File: src/rtl/prep_log_ingest_pkg.sv
// Shared definitions for the request-ingest stage of the replica pipeline:
// default widths, the ingest state encoding and the byte-to-word helper.
package prep_log_ingest_pkg;

  localparam int DATA_W_DEF     = 512;
  localparam int LOG_ADDR_W_DEF = 12;
  localparam int LEN_W_DEF      = 16;

  typedef enum logic [1:0] {
    ST_IDLE   = 2'd0,
    ST_INGEST = 2'd1,
    ST_DRAIN  = 2'd2,
    ST_DONE   = 2'd3
  } ingest_state_e;

  // Number of log words needed to hold len bytes (rounded up).
  function automatic int unsigned bytes_to_words(input int unsigned len,
                                                 input int unsigned data_w);
    int unsigned bpw;
    bpw = data_w / 8;
    return (len + bpw - 1) / bpw;
  endfunction

endpackage

File: src/rtl/prep_log_ingest.sv
// Request-ingest stage: on a start pulse, latch the log slot base and request
// length, then pass payload beats straight into the log write port with
// wrapping word addresses. Length/last disagreements are flagged, with any
// excess beats drained, and a sticky done flag is held for the controller.
//
// state   | meaning
// IDLE    | waiting for the first start after reset
// INGEST  | payload beats pass through to the log write port
// DRAIN   | request ran past its length; beats discarded until last
// DONE    | request finished; done flag held until the next start
module prep_log_ingest
  import prep_log_ingest_pkg::*;
#(
  parameter int DATA_W     = DATA_W_DEF,
  parameter int LOG_ADDR_W = LOG_ADDR_W_DEF,
  parameter int LEN_W      = LEN_W_DEF
) (
  input  logic                  clk,
  input  logic                  rst,
  input  logic                  start_req_ingest,
  input  logic [LOG_ADDR_W-1:0] ingest_base_addr,
  input  logic [LEN_W-1:0]      ingest_req_len,
  input  logic                  manage_prep_req_val,
  input  logic [DATA_W-1:0]     manage_prep_req_data,
  input  logic                  manage_prep_req_last,
  output logic                  prep_manage_req_rdy,
  output logic                  log_wr_val,
  output logic [LOG_ADDR_W-1:0] log_wr_addr,
  output logic [DATA_W-1:0]     log_wr_data,
  input  logic                  log_wr_rdy,
  output logic                  log_write_done,
  output logic                  ingest_len_err,
  output logic                  ingest_busy
);

  ingest_state_e         r_state;
  logic [LOG_ADDR_W-1:0] r_addr;
  logic [LEN_W-1:0]      r_words;
  logic [LEN_W-1:0]      r_count;
  logic                  r_done;
  logic                  r_err;
  logic                  r_busy;

  logic                  w_start_ok;
  logic [LEN_W-1:0]      w_words;
  logic [LEN_W-1:0]      w_count_nxt;
  logic                  w_at_end;
  logic                  w_xfer;

  // Start qualification, word count of the incoming request and beat handshake.
  always_comb begin
    w_start_ok  = start_req_ingest & ((r_state == ST_IDLE) | (r_state == ST_DONE));
    w_words     = LEN_W'(bytes_to_words(32'(ingest_req_len), DATA_W));
    w_xfer      = (r_state == ST_INGEST) & manage_prep_req_val & log_wr_rdy;
    w_count_nxt = r_count + LEN_W'(1);
    w_at_end    = (w_count_nxt == r_words);
  end

  // Ingest FSM with address/beat counters and registered status flags.
  always_ff @(posedge clk) begin
    if (rst) begin
      r_state <= ST_IDLE;
      r_addr  <= '0;
      r_words <= '0;
      r_count <= '0;
      r_done  <= 1'b0;
      r_err   <= 1'b0;
      r_busy  <= 1'b0;
    end else begin
      case (r_state)
        ST_IDLE, ST_DONE: begin
          if (w_start_ok) begin
            r_addr  <= ingest_base_addr;
            r_words <= w_words;
            r_count <= '0;
            r_err   <= 1'b0;
            if (w_words == '0) begin
              // Nothing to consume; report completion right away.
              r_state <= ST_DONE;
              r_done  <= 1'b1;
              r_busy  <= 1'b0;
            end else begin
              r_state <= ST_INGEST;
              r_done  <= 1'b0;
              r_busy  <= 1'b1;
            end
          end
        end
        ST_INGEST: begin
          if (w_xfer) begin
            r_addr  <= r_addr + LOG_ADDR_W'(1);
            r_count <= w_count_nxt;
            if (w_at_end && manage_prep_req_last) begin
              r_state <= ST_DONE;
              r_done  <= 1'b1;
              r_busy  <= 1'b0;
            end else if (w_at_end) begin
              r_state <= ST_DRAIN;
              r_err   <= 1'b1;
            end else if (manage_prep_req_last) begin
              // Short request: what was written stays in the log.
              r_state <= ST_DONE;
              r_err   <= 1'b1;
              r_done  <= 1'b1;
              r_busy  <= 1'b0;
            end
          end
        end
        ST_DRAIN: begin
          if (manage_prep_req_val && manage_prep_req_last) begin
            r_state <= ST_DONE;
            r_done  <= 1'b1;
            r_busy  <= 1'b0;
          end
        end
        default: begin
          r_state <= ST_IDLE;
          r_busy  <= 1'b0;
        end
      endcase
    end
  end

  // Zero-latency pass-through to the log port; everything is gated by state so
  // the write port stays quiet outside INGEST.
  always_comb begin
    log_wr_val          = 1'b0;
    log_wr_addr         = '0;
    log_wr_data         = '0;
    prep_manage_req_rdy = 1'b0;
    case (r_state)
      ST_INGEST: begin
        log_wr_val          = manage_prep_req_val;
        log_wr_addr         = r_addr;
        log_wr_data         = manage_prep_req_data;
        prep_manage_req_rdy = log_wr_rdy;
      end
      ST_DRAIN: prep_manage_req_rdy = 1'b1;
      default:  prep_manage_req_rdy = 1'b0;
    endcase
  end

  assign log_write_done = r_done;
  assign ingest_len_err = r_err;
  assign ingest_busy    = r_busy;

endmodule

File: config.mk
export PLATFORM = sky130hd
export DESIGN_NAME = prep_log_ingest
export DESIGN_NICKNAME = d
export VERILOG_FILES = /design/src/rtl/prep_log_ingest_pkg.sv /design/src/rtl/prep_log_ingest.sv
export SDC_FILE = /design/constraint.sdc
export NUM_CORES = 1
export LEC_CHECK = 0
export CAP_MARGIN = 10
export CORE_AREA = 2 2 420 422
export DETAILED_ROUTE_END_ITERATION = 10
export DIE_AREA = 0 0 422 424
export SLEW_MARGIN = 25
export SYNTH_ARGS = -nofsm -noshare
export SYNTH_HDL_FRONTEND = slang
export SYNTH_SLANG_ARGS = --single-unit
File: constraint.sdc
create_clock -name clk -period 6.4 [get_ports clk]
set_input_delay 1.28 -clock clk [delete_from_list [all_inputs] [get_ports clk]]
set_output_delay 1.28 -clock clk [all_outputs]
set_load 0.005 [all_outputs]
==> results of run 1 <==
[stage by stage]
stage               util, %  instances
finish                 11.5       4366
global route           11.4       4334
CTS                    11.4       4309
detailed placement     11.3       4301
global placement       11.3       4301
floorplan                 -        961
[Yosys cell counts, drive strengths merged, types with 3 or more instances]
library cell  instances  area, um2
a311oi                9       78.8
clkbuf               73        274
inv                  18       67.6
a211oi               13       97.6
o21ai                22        110
o22ai                 3       18.8
xnor2                14        123
nand4                 7       58.8
xor2                 10       87.6
nor4                  6       37.5
nor2b                 5       31.3
dfxtp                44        881
a31oi                 5       31.3
or3                   8       55.1
buf                  10       52.6
nand2                38        143
nor2                 56        210
a21oi                30        150
or2                   4       25.0
nand3                14       75.1
mux2i                 5       50.1
ha                    4       50.1
nor3                  6       30.0
and2                528       3300
[metal layers]
layer  track usage (%)  share of wire [%]  routed length, um  up-vias
li1                  -                  -                  -     5134
met4              4.32                2.8               4530      214
met2              28.0                 46              73300      990
met3              11.5                 15              23300      408
met5                 0               0.94               1520        -
met1              18.3                 36              58000     5617
[critical path: cells and delay by family]
kind                   cells  cell delay [ns]
AND/OR/NAND/NOR            1             0.38
buffers and inverters      2             1.35
[cells by family after synthesis]
family | after synthesis
simple gates | 687
buf+inv | 101
compound gates | 94
flops | 44
xor+xnor | 24
mux | 7
fa+ha+maj | 4
[placed cells by master (no fill, tap or decap), types with 6 or more instances in the layout]
| cell | netlist | layout |
|---|---|---|
| sky130_fd_sc_hd__clkdlybuf4s50_1 | 0 | 1073 |
| sky130_fd_sc_hd__and2_1 | 527 | 527 |
| sky130_fd_sc_hd__a311oi_1 | 9 | 9 |
| sky130_fd_sc_hd__nor3_1 | 6 | 6 |
| sky130_fd_sc_hd__diode_2 | 0 | 57 |
| sky130_fd_sc_hd__or3_1 | 7 | 7 |
| sky130_fd_sc_hd__buf_4 | 2 | 6 |
| sky130_fd_sc_hd__nand2_1 | 38 | 38 |
| sky130_fd_sc_hd__inv_1 | 18 | 18 |
| sky130_fd_sc_hd__a211oi_1 | 13 | 13 |
| sky130_fd_sc_hd__nand3_1 | 13 | 13 |
| sky130_fd_sc_hd__nor2_1 | 56 | 55 |
| sky130_fd_sc_hd__nor4_1 | 6 | 6 |
| sky130_fd_sc_hd__xnor2_1 | 14 | 14 |
| sky130_fd_sc_hd__xor2_1 | 10 | 10 |
| sky130_fd_sc_hd__a21oi_1 | 30 | 30 |
| sky130_fd_sc_hd__dfxtp_1 | 44 | 44 |
| sky130_fd_sc_hd__o21ai_0 | 22 | 21 |
| sky130_fd_sc_hd__nand4_1 | 6 | 6 |
[worst max path at each step]
stage,slack (ns),cells past startpoint,endpoint,start
floorplan,3.42,7,log_wr_addr[0],r_state[1]
global placement,2.07,3,log_wr_data[82],manage_prep_req_data[82]
CTS,1.81,5,log_wr_data[364],r_state[1]
detailed placement,2.08,3,log_wr_data[82],manage_prep_req_data[82]
finish,2.09,3,log_wr_data[82],manage_prep_req_data[82]
global route,1.76,5,log_wr_data[364],r_state[1]
[area by class of cell]
class                   count  area (um2)
clock inverters             3        46.3
multi-input cells         816        5030
flip-flops and latches     44         881
fillers                 20346      155000
clock buffers               5         125
repair buffers           1083       10900
diodes                     57         143
well taps                2340        2930
inverters                  18        67.6
[registers in the layout (all words and copies together), names as in the netlist]
name,cells
r_words,11
log_write_done,1
ingest_busy,1
r_addr,12
r_state,2
ingest_len_err,1
r_count,16
[power by group through the flow]
stage	sequential [W]	combinational (W)	clock, W
floorplan	0.000396	0.00152	0
global placement	0.000428	0.00530	0
detailed placement	0.000427	0.00530	0
CTS	0.000421	0.00533	0.000391
global route	0.000430	0.00547	0.000385
finish	0.000422	0.00514	0.000365
==> results list, run 1 <==
- The flow ran to the end, and the final reports show no timing, DRC or antenna violations.
* Setup bufs post-CTS: 0
- In this run the number of H-tree levels came out at 2.
- Design Area, Final: 0.0201 mm2
* Post-synthesis register bit count: 44
- Counting instances, the worst hold path has a depth of 2.
- Switching power: 0.00296 W
- For this design the static power due to leakage is 6.60 nW.
* Sequential fraction of the synthesis area: 14.0%
- Floorplan row count: 154
- The first global-routing pass estimated 187,000 um of wire.
* P_int: 0.00296 W
- Post-route total power: 0.00593 W
* Worst slack on hold paths: 0.484 ns
- Most common cell on crit path: sky130_fd_sc_hd__clkdlybuf4s50_1
* Capture instance of the worst register-to-register path: r_state[0]
- Compound-gate portion of the synthesized area: 9.36%
* Startpoint Class: input port
- The die covers 0.179 mm2.
- The clock net in this run drives a total of 44 sinks.
* Worst hold start: r_words[0]
- The worst register-to-register path begins at r_count[0].
* Proportion of power drawn by flip-flops and latches: 7.1%
- Violation count after the first detailed-route iteration: 731
* Clock group share of total power: 6.2%
- CP max stage delay: 0.77 ns
* Clock edge transition at the registers on the reported setup and hold paths: 0.08 ns
- Pin placement for this block handled 1,075 I/O pins.
* Pins over their slew limit: 0
* Final routed DRC violation total: 0
- Synthesized-area fraction occupied by and/or/nand/nor cells: 65.0%
- Setup-failing EPs final: 0
* Layout Area Growth over Synthesis: 219%
- The cell area that synthesis handed to floorplanning was 0.00628 mm2.
* Largest family of logic cells by synthesized area: simple AND/OR/NAND/NOR gates
- Number of global-route vias before repair: 11,572
- In this run the power density over the cells is 295 mW/mm2.
* R2R setup slack: 3.10 ns
- After Yosys synthesis, XOR and XNOR cells account for 3.35% of the synthesized area.
- For this run, the number of Yosys warnings is 0.
* Number of antenna violations at the first check in global routing: 285
- Worst-Skew Late Latency: 0.35 ns
- CTS max path bufs: 2
* Hold violation total from the final report: 0
- Peak supply drop: 0.202 mV
- Setup repair after global routing left no endpoint under its margin.
- Logic depth of the worst register-to-register path: 8
- Master of the slowest instance on the critical path: sky130_fd_sc_hd__clkdlybuf4s50_1
- Mux cell area share after synthesis: 1.21%
- Root Driver: sky130_fd_sc_hd__clkbuf_16
* Synthesized net count: 1,511
- Antenna-violating nets left: 0
- At the worst endpoint, the arrival time is 3.03 ns.
- Final net count: 2,518
- Largest driver fanout on the critical path: 1
- Detailed placement ended at an HPWL of 150,000 um.
- The number of hold buffers added after CTS was 0.
- Across the run, the number of max-cap violations was 0.
* CP cell instances: clkdlybuf4s50_1 -> and2_1 -> clkdlybuf4s50_1
* CTS tree: built
- Between clock sinks in the finished design, the worst skew comes to 0.0260 ns.
- Average wire per cell in the routed design: 36.8 um
- For this run, asynchronously set or reset flops after synthesis account for 0%.
- Dividing the detail-routed via count by the number of cells gives 2.83.
- STA classifies the critical path endpoint as an output pin.
* Share of layout cells above drive strength 1: 1.52%
- Number of buffer cells added on primary ports: 1,074
- Average footprint of a synthesized cell: 6.54 um2
- Final TNS setup: 0 ns
- Placed cell area: 0.0198 mm2
- The path class of the tightest hold or removal check is flop to flop.
* Detailed Route WL: 161,000 um
- Worst EP required: 5.12 ns
- At the pin with the least slew margin, the transition time is 1.05 ns.
- Once the clock tree was built, the resizer swapped 0 gates to a different size.
- Adder-cell share of the synthesized area: 0.797%
* Placer congestion estimate: 1.18
- Buffers inserted during clock tree synthesis total 5.
- Core ar.: 0.175 mm2
- Via count: 12,363
- Worst Path Class, Setup: input port to output pin
- Maximum number of pins on one net before global-route repair: 151
- Post-synthesis cell count: 961
- Combinational cells account for 86.7% of the total power.
- Main synth FF type: sky130_fd_sc_hd__dfxtp_1
- After layout, the minimum clock period comes to 4.31 ns.
* Count of flip-flops with a built-in enable after synthesis: 0
- The pre-antenna-repair detailed-routing pass consisted of 5 iterations.
* GRT Util Overall: 17.2%
* Worst path setup slack after routing: 2.09 ns
- Horizontal extent of the die: 422 um
- From bottom edge to top edge, the die measures 424 um.
* Switching portion of total power: 50.0%
- For this configuration, the core starts out at a cell density of 3.59%.
* Worst-case setup slack after placement: 2.08 ns
- Netlist cell types: 48
- Summed over all layers, the global routing overflow is 0.
* Slew headroom: 30.2%
- Derived from the worst setup path, the maximum achievable clock frequency is 232 MHz.
- The path with the worst hold slack has its endpoint at r_words[0].
- After layout, the worst path uses 67.4% of the clock period.
Note: power is estimated with default switching activity, not from simulation.
==> inputs of run 2 (changes only) <==
Settings changed: CORE_AREA 2 2 420 422 to 2 2 414 416, DIE_AREA 0 0 422 424 to 0 0 416 418.
Clock period 6.4 ns to 4.3 ns, I/O delays scaled along.
==> run 2 against run 1 <==
Register-to-register slack got worse by 2.0 ns. Non-clock buffer count increased by 3. Core utilization increased by 0.34 points. Total power increased by 51%. Cell count decreased by 2.7%. Worst hold slack got worse by 0.0099 ns. Sequential share of layout area about the same. Clock power increased by 49%. Setup slack got worse by 1.2 ns. Sequential power increased by 48%. First-iteration DRC count decreased by 15%. Global-route usage increased by 0.40 points. Critical path type is now flop to output pin. Critical endpoint is now log_wr_data[498]. Largest cell class unchanged. Largest power group unchanged.
==> results list, run 2 (synthesized netlist as in run 1, its figures left out) <==
* Outcome: complete, no violations
- Violation count after the first detailed-route iteration: 623 (-15%)
* Number of sinks handled by clock tree synthesis: 44 (unchanged)
- Most frequent cells in the layout: sky130_fd_sc_hd__clkdlybuf4s50_1, sky130_fd_sc_hd__and2_1, sky130_fd_sc_hd__nor2_1, sky130_fd_sc_hd__dfxtp_1, sky130_fd_sc_hd__nand2_1
* Fin crit period: 3.45 ns
* RSZ-0062 raised after global routing: false
* Effective utilization at floorplan: 3.72% (+0.12 points)
- The max-capacitance violation count is 0 (unchanged).
- Post-route total power: 0.00897 W (+51%)
- The sum of negative setup slack is 0 ns (unchanged).
- The final-report max-slew violation count is 0 (unchanged).
- Non-filler cells in the finished layout: 4,248 (-2.7%)
- Share of layout cells above drive strength 1: 1.67% (+0.15 points)
- The number of levels in the clock H-tree came to 2 (unchanged).
- Leak Pwr: 6.62 nW (+0.34%)
- The routed wire length is 160,000 um (-0.45%).
- F_max: 290 MHz
* Power Dens Cells: 449 mW/mm2 (+52%)
- The fill cell instance count of the final layout came to 19,389 (-4.7%).
* Part of the cycle the worst path needs: 80.2%
- The headroom to the max-slew limit was 38.1% (+7.9 points).
* CTS tree: built
- Startpoint Class: flop
* Worst EP required: 3.44 ns (-1.68 ns)
- The number of nets in the layout came to 2,521 (+0.12%).
- Final routed DRC violation total: 0 (unchanged)
- The count of pins on the block boundary is 1,075 (unchanged).
- The total clock buffers created by CTS came to 5 (unchanged).
* Max FFs per register: 16 (unchanged)
- Actual slew at the worst max-slew pin: 0.929 ns (-0.117 ns)
- Leaving out fill and tap cells, the most frequent cell in the layout is sky130_fd_sc_hd__clkdlybuf4s50_1.
- Average wire per cell in the routed design: 37.6 um (+2.3%)
- The arrival time reported for the critical path endpoint was 2.59 ns (-0.44 ns).
* Maximum number of pins on one net before global-route repair: 162 (+7.3%)
* Peak supply drop: 0.286 mV (+42%)
- Number of antenna violations at the first check in global routing: 296 (+3.9%)
* Via count: 12,188 (-1.4%)
- The largest clock skew in the final design was 0.0327 ns (+0.00673 ns).
* Global-route wire length before repair: 185,000 um (-0.90%)
- CTS max path bufs: 2 (unchanged)
* Worst Path Class, Setup: flop to output pin
- The largest registers in the layout are r_count x16, r_addr x12, r_words x11.
- Antenna-violating nets left: 0 (unchanged)
- In this run the clock root is driven by a sky130_fd_sc_hd__clkbuf_16.
- Number of buffer cells added on primary ports: 1,074 (unchanged)
- The number of hold buffers added after cts is 0 (unchanged).
* Floorplan row count: 151 (-1.9%)
- Worst-Skew Late Latency: 0.36 ns (about the same)
- Worst hold path type: flop to flop
* Number of global-route vias before repair: 11,333 (-2.1%)
* Largest driver fanout on the critical path: 161 (+160)
- Clock edge transition at the registers on the reported setup and hold paths: 0.09 ns (about the same)
- The die area is 0.174 mm2 (-2.8%).
- GRT Util Overall: 17.6% (+0.40 points)
- Setup bufs post-CTS: 0 (unchanged)
* Placer congestion estimate: 1.02 (-13%)
- Average via count per standard cell: 2.87 (+1.3%)
- The count of final setup violators is 0 (unchanged).
* Core ar.: 0.169 mm2 (-3.4%)
* Global route overflow: 0 (unchanged)
- The worst setup path is captured at an output pin.
- The count of final hold-check violations is 0 (unchanged).
* DRT Pass-1 Iters: 5 (unchanged)
- The die height was 418 um (-1.4%).
* Detail Placement HPWL: 151,000 um (+0.11%)
- From synthesis to final layout, the design area changed by 218%.
- Top reg by flops: r_count
* Horizontal extent of the die: 416 um (-1.4%)
- Placed Cells incl. Taps: 4,182 (-2.8%)
- The post-cts resize count came to 0 (unchanged).
-- run 2: changes by cell type in the layout (fill, tap and decap cells not counted), sizes merged --
cell and change:
diode +1, buf +3
-- run 2: stage by stage --
stage               setup slack (ns)  utilization, %  instance area [um2]  hold WS [ns]
floorplan                       1.39               -                 6280         0.441
global placement               0.930            11.6                19600         0.465
detailed placement             0.961            11.6                19600         0.468
CTS                            0.824            11.7                19800         0.480
global route                   0.735            11.7                19900         0.506
finish                         0.853            11.8                20000         0.474
-- run 2: area by class of cell --
class | instances | area (um2) | share of cell area [%]
sequential | 44 | 881 | 4.41
antenna | 58 | 145 | 0.727
inverter | 18 | 67.6 | 0.338
timing repair buffer | 1086 | 10900 | 54.6
clock inverter | 3 | 46.3 | 0.232
multi-input combinational | 816 | 5030 | 25.2
tap | 2218 | 2780 | 13.9
clock buffer | 5 | 125 | 0.627
-- run 2: layer usage --
layer | up-vias | track usage (%) | part of all wire (%)
li1 | 5144 | - | -
met1 | 5497 | 17.6 | 34
met2 | 940 | 30.5 | 48
met3 | 413 | 11.4 | 14
met4 | 194 | 4.12 | 2.9
met5 | - | 0 | 0.78
-- run 2: critical path: stages (launching register included) --
cell	delay [ns]
sky130_fd_sc_hd__dfxtp_1	0.32
sky130_fd_sc_hd__inv_1	0.10
sky130_fd_sc_hd__ha_4	0.28
sky130_fd_sc_hd__buf_12	0.33
sky130_fd_sc_hd__and2_1	0.22
sky130_fd_sc_hd__clkdlybuf4s50_1	0.76
-- run 2: path summary, 6_finish.rpt --
kind | startpoint | endpoint | slack, ns | depth (start not counted)
worst min-delay path | r_words[0] | r_words[0] | 0.47 | 2
worst max register to register | r_count[0] | r_state[0] | 1.11 | 8
worst min register to register | r_words[0] | r_words[0] | 0.47 | 2
worst max-delay path | r_state[1] | log_wr_data[498] | 0.85 | 5
-- run 2: report_power, final --
part / switching (W) / internal (W) / total (W)
Sequential: 0.000114 / 0.000512 / 0.000626
Combinational: 0.00414 / 0.00366 / 0.00780
Clock: 0.000265 / 0.000280 / 0.000544
==> inputs of run 3 (changes only) <==
Clock period 4.3 ns to 3.3 ns, I/O delays scaled along.
==> run 3 against run 2 <==
Via count up 1.3%. Design area rose by 0.31%. First-iteration DRC count up 13%. Sequential share of layout area about the same. Flip-flop and latch count stayed put. Global-route usage hardly changed. Combinational power rose by 31%. Total power grew 30%. Clock power is 28% higher. Cell count about the same. Sequential power rose by 31%. Register-to-register slack worse by 0.87 ns. Highest routed layer unchanged.
==> results list, run 3 (synthesized netlist as in run 1, its figures left out) <==
- The starting density of the core is 3.72% (unchanged).
- Horizontal extent of the die: 416 um (unchanged)
- Number of buffer cells added on primary ports: 1,074 (unchanged)
- The routed wire length per instance is 37.6 um (about the same).
- Post-CTS Resized: 0 (unchanged)
* Worst R2R Start: r_count[5]
- Most frequent cells in the layout: sky130_fd_sc_hd__clkdlybuf4s50_1, sky130_fd_sc_hd__and2_1, sky130_fd_sc_hd__nor2_1, sky130_fd_sc_hd__dfxtp_1, sky130_fd_sc_hd__nand2_1
* Final TNS setup: 0 ns (unchanged)
- Worst EP required: 2.64 ns (-0.80 ns)
* Fin crit period: 3.18 ns
- Global-route wire length before repair: 185,000 um (-0.13%)
- Worst-Skew Late Latency: 0.35 ns (about the same)
- The number of flip-flops under the largest register name is 16 (unchanged).
* Worst hold start: ingest_len_err
* Startpoint Class: flop
- # Max-Cap Violations: 0 (unchanged)
* Die height: 418 um (unchanged)
- The met3 routed wirelength is 22,000 um (-1.6%).
- Placed Cells incl. Taps: 4,195 (+0.31%)
* Core ar.: 0.169 mm2 (unchanged)
* Hold violation total from the final report: 0 (unchanged)
- Worst-case setup slack after placement: 0.255 ns (-0.705 ns)
- The worst voltage drop across the vdd grid is 0.512 mV (+79%).
* Violation count after the first detailed-route iteration: 703 (+13%)
- Layout Area Growth over Synthesis: 219%
- The routed via count was 12,343 (+1.3%).
* Pins over their slew limit: 0 (unchanged)
- The count of final setup violators came to 0 (unchanged).
* Root Driver: sky130_fd_sc_hd__clkbuf_16
- The standby leakage power is 6.71 nW (+1.3%).
- Traced cell by cell, the critical path runs through inv_1 -> ha_4 -> buf_12 -> buf_12 -> and2_1 -> clkdlybuf4s50_1.
- Largest driver fanout on the critical path: 101 (-37%)
- H-tree Lvls: 2 (unchanged)
- The critical path is of the flop to output pin type.
- Global route overflow: 0 (unchanged)
* Worst slack on hold paths: 0.496 ns (+0.0220 ns)
- Design Area, Final: 0.0200 mm2 (+0.31%)
- Placed cell area: 0.0198 mm2 (+0.52%)
- The remaining design rule violation count is 0 (unchanged).
- The number of standard cells in the final layout excluding fillers was 4,245 (-0.071%).
- Slew headroom: 33.0% (-5.0 points)
- For this design, the slowest cell found on the critical path is sky130_fd_sc_hd__clkdlybuf4s50_1.
* Arrival time worst endpoint: 2.52 ns (-0.07 ns)
- R2R setup slack: 0.24 ns (-0.87 ns)
- Most common cell on crit path: sky130_fd_sc_hd__buf_12
- Placer congestion estimate: 1.02 (about the same)
- The total clock buffers created by CTS came to 5 (unchanged).
* F_max: 315 MHz
- The number of nets in the layout came to 2,534 (+0.52%).
* Number of global-route vias before repair: 11,407 (+0.65%)
* Floorplan die area: 0.174 mm2 (unchanged)
- Worst path setup slack after routing: 0.124 ns (-0.729 ns)
* Maximum number of pins on one net before global-route repair: 102 (-37%)
- Uppermost metal layer occupied by signal nets: met5
- Capture instance of the worst register-to-register path: r_state[0]
- The largest clock skew in the final design was 0.0251 ns (-0.00760 ns).
* Clock edge transition at the registers on the reported setup and hold paths: 0.10 ns (about the same)
- Leaving out fill and tap cells, the most frequent cell in the layout is sky130_fd_sc_hd__clkdlybuf4s50_1.
* M1 wire length: 54,800 um (+0.19%)
- STA classifies the critical path endpoint as an output pin.
* Detailed Route WL: 160,000 um (-0.13%)
- The worst hold path cell count is 2 (unchanged).
- The number of hold buffers added after cts is 0 (unchanged).
* CTS max path bufs: 2 (unchanged)
- The worst hold path terminates at ingest_len_err.
- The tightest min-delay check is of the flop to flop type.
* Detail Placement HPWL: 151,000 um (+0.21%)
- Count of pins on the block boundary: 1,075 (unchanged)
- Number of sinks handled by clock tree synthesis: 44 (unchanged)
- Count of filler cells inserted in the layout: 19,425 (+0.19%)
- The first-pass iteration count of the detailed router was 6 (+1).
- Setup bufs post-CTS: 0 (unchanged)
- Largest registers ranked by flip-flop count: r_count x16, r_addr x12, r_words x11
- Logic depth of the worst register-to-register path: 7 (-1)
* CP max stage delay: 0.74 ns (-0.02 ns)
* Top reg by flops: r_count
* RSZ-0062 raised after global routing: false
- The via density per instance came to 2.91 (+1.3%).
- In the finished design, the share of the clock period the worst path needs comes to 96.2%.
- Floorplan row count: 151 (unchanged)
- The transition time at the pin with the least slew margin is 1.00 ns (+0.0754 ns).
- Critical path launch point: r_state[1]
- The initial antenna violation count was 295 (-0.34%).
- Antenna-violating nets left: 0 (unchanged)
- Outcome: complete, no violations
- The ratio of cells with drive above 1 in the final layout came to 2.72% (+1.0 points).
- Power Dens Cells: 583 mW/mm2 (+30%)
* CTS tree: built
- The global-route usage over all layers was 17.6% (-0.022 points).
* Met2 routed wirelength: 77,400 um (+0.58%)
[run 3: where the power goes]
part           switching [W]  internal (W)  leakage [nW]
registers           0.000152      0.000667         0.360
clock network       0.000334      0.000364        0.0807
logic                0.00531       0.00485          6.27
[run 3: per-layer routing]
| layer | global-route usage (%) | vias to the layer above |
|---|---|---|
| met1 | 17.7 | 5529 |
| met4 | 3.35 | 192 |
| met3 | 10.9 | 452 |
| met5 | 0 | - |
| li1 | - | 5156 |
| met2 | 31.0 | 1014 |
[run 3: per-stage QoR]
stage | total power, W | utilization (%)
detailed placement | 0.0114 | 11.7
global route | 0.0124 | 11.8
finish | 0.0117 | 11.8
floorplan | 0.00371 | -
CTS | 0.0122 | 11.8
global placement | 0.0114 | 11.7
[run 3: worst max path at each step]
stage | to | slack (ns) | depth (start not counted)
after global placement | r_state[0] | 0.29 | 9
after floorplan | r_state[0] | 0.39 | 9
after CTS | log_wr_data[503] | 0.11 | 6
final | log_wr_data[38] | 0.12 | 6
after detailed placement | r_state[0] | 0.26 | 7
after global routing | log_wr_data[170] | 0.009 | 7
[run 3: critical path: cells and delay by family, from the launching register on]
family,cells,cell delay (ns)
buffers and inverters,4,1.32
DFF,1,0.32
adders and majority gates,1,0.24
and+or+nand+nor,1,0.20
[run 3: cell type report]
type	count	area (um2)	area share, %
timing repair buffer	1099	11000	54.9
multi-input combinational	816	5030	25.1
tap	2218	2780	13.9
sequential	44	881	4.40
clock buffer	5	125	0.625
antenna	42	105	0.525
inverter	18	67.6	0.337
clock inverter	3	46.3	0.231
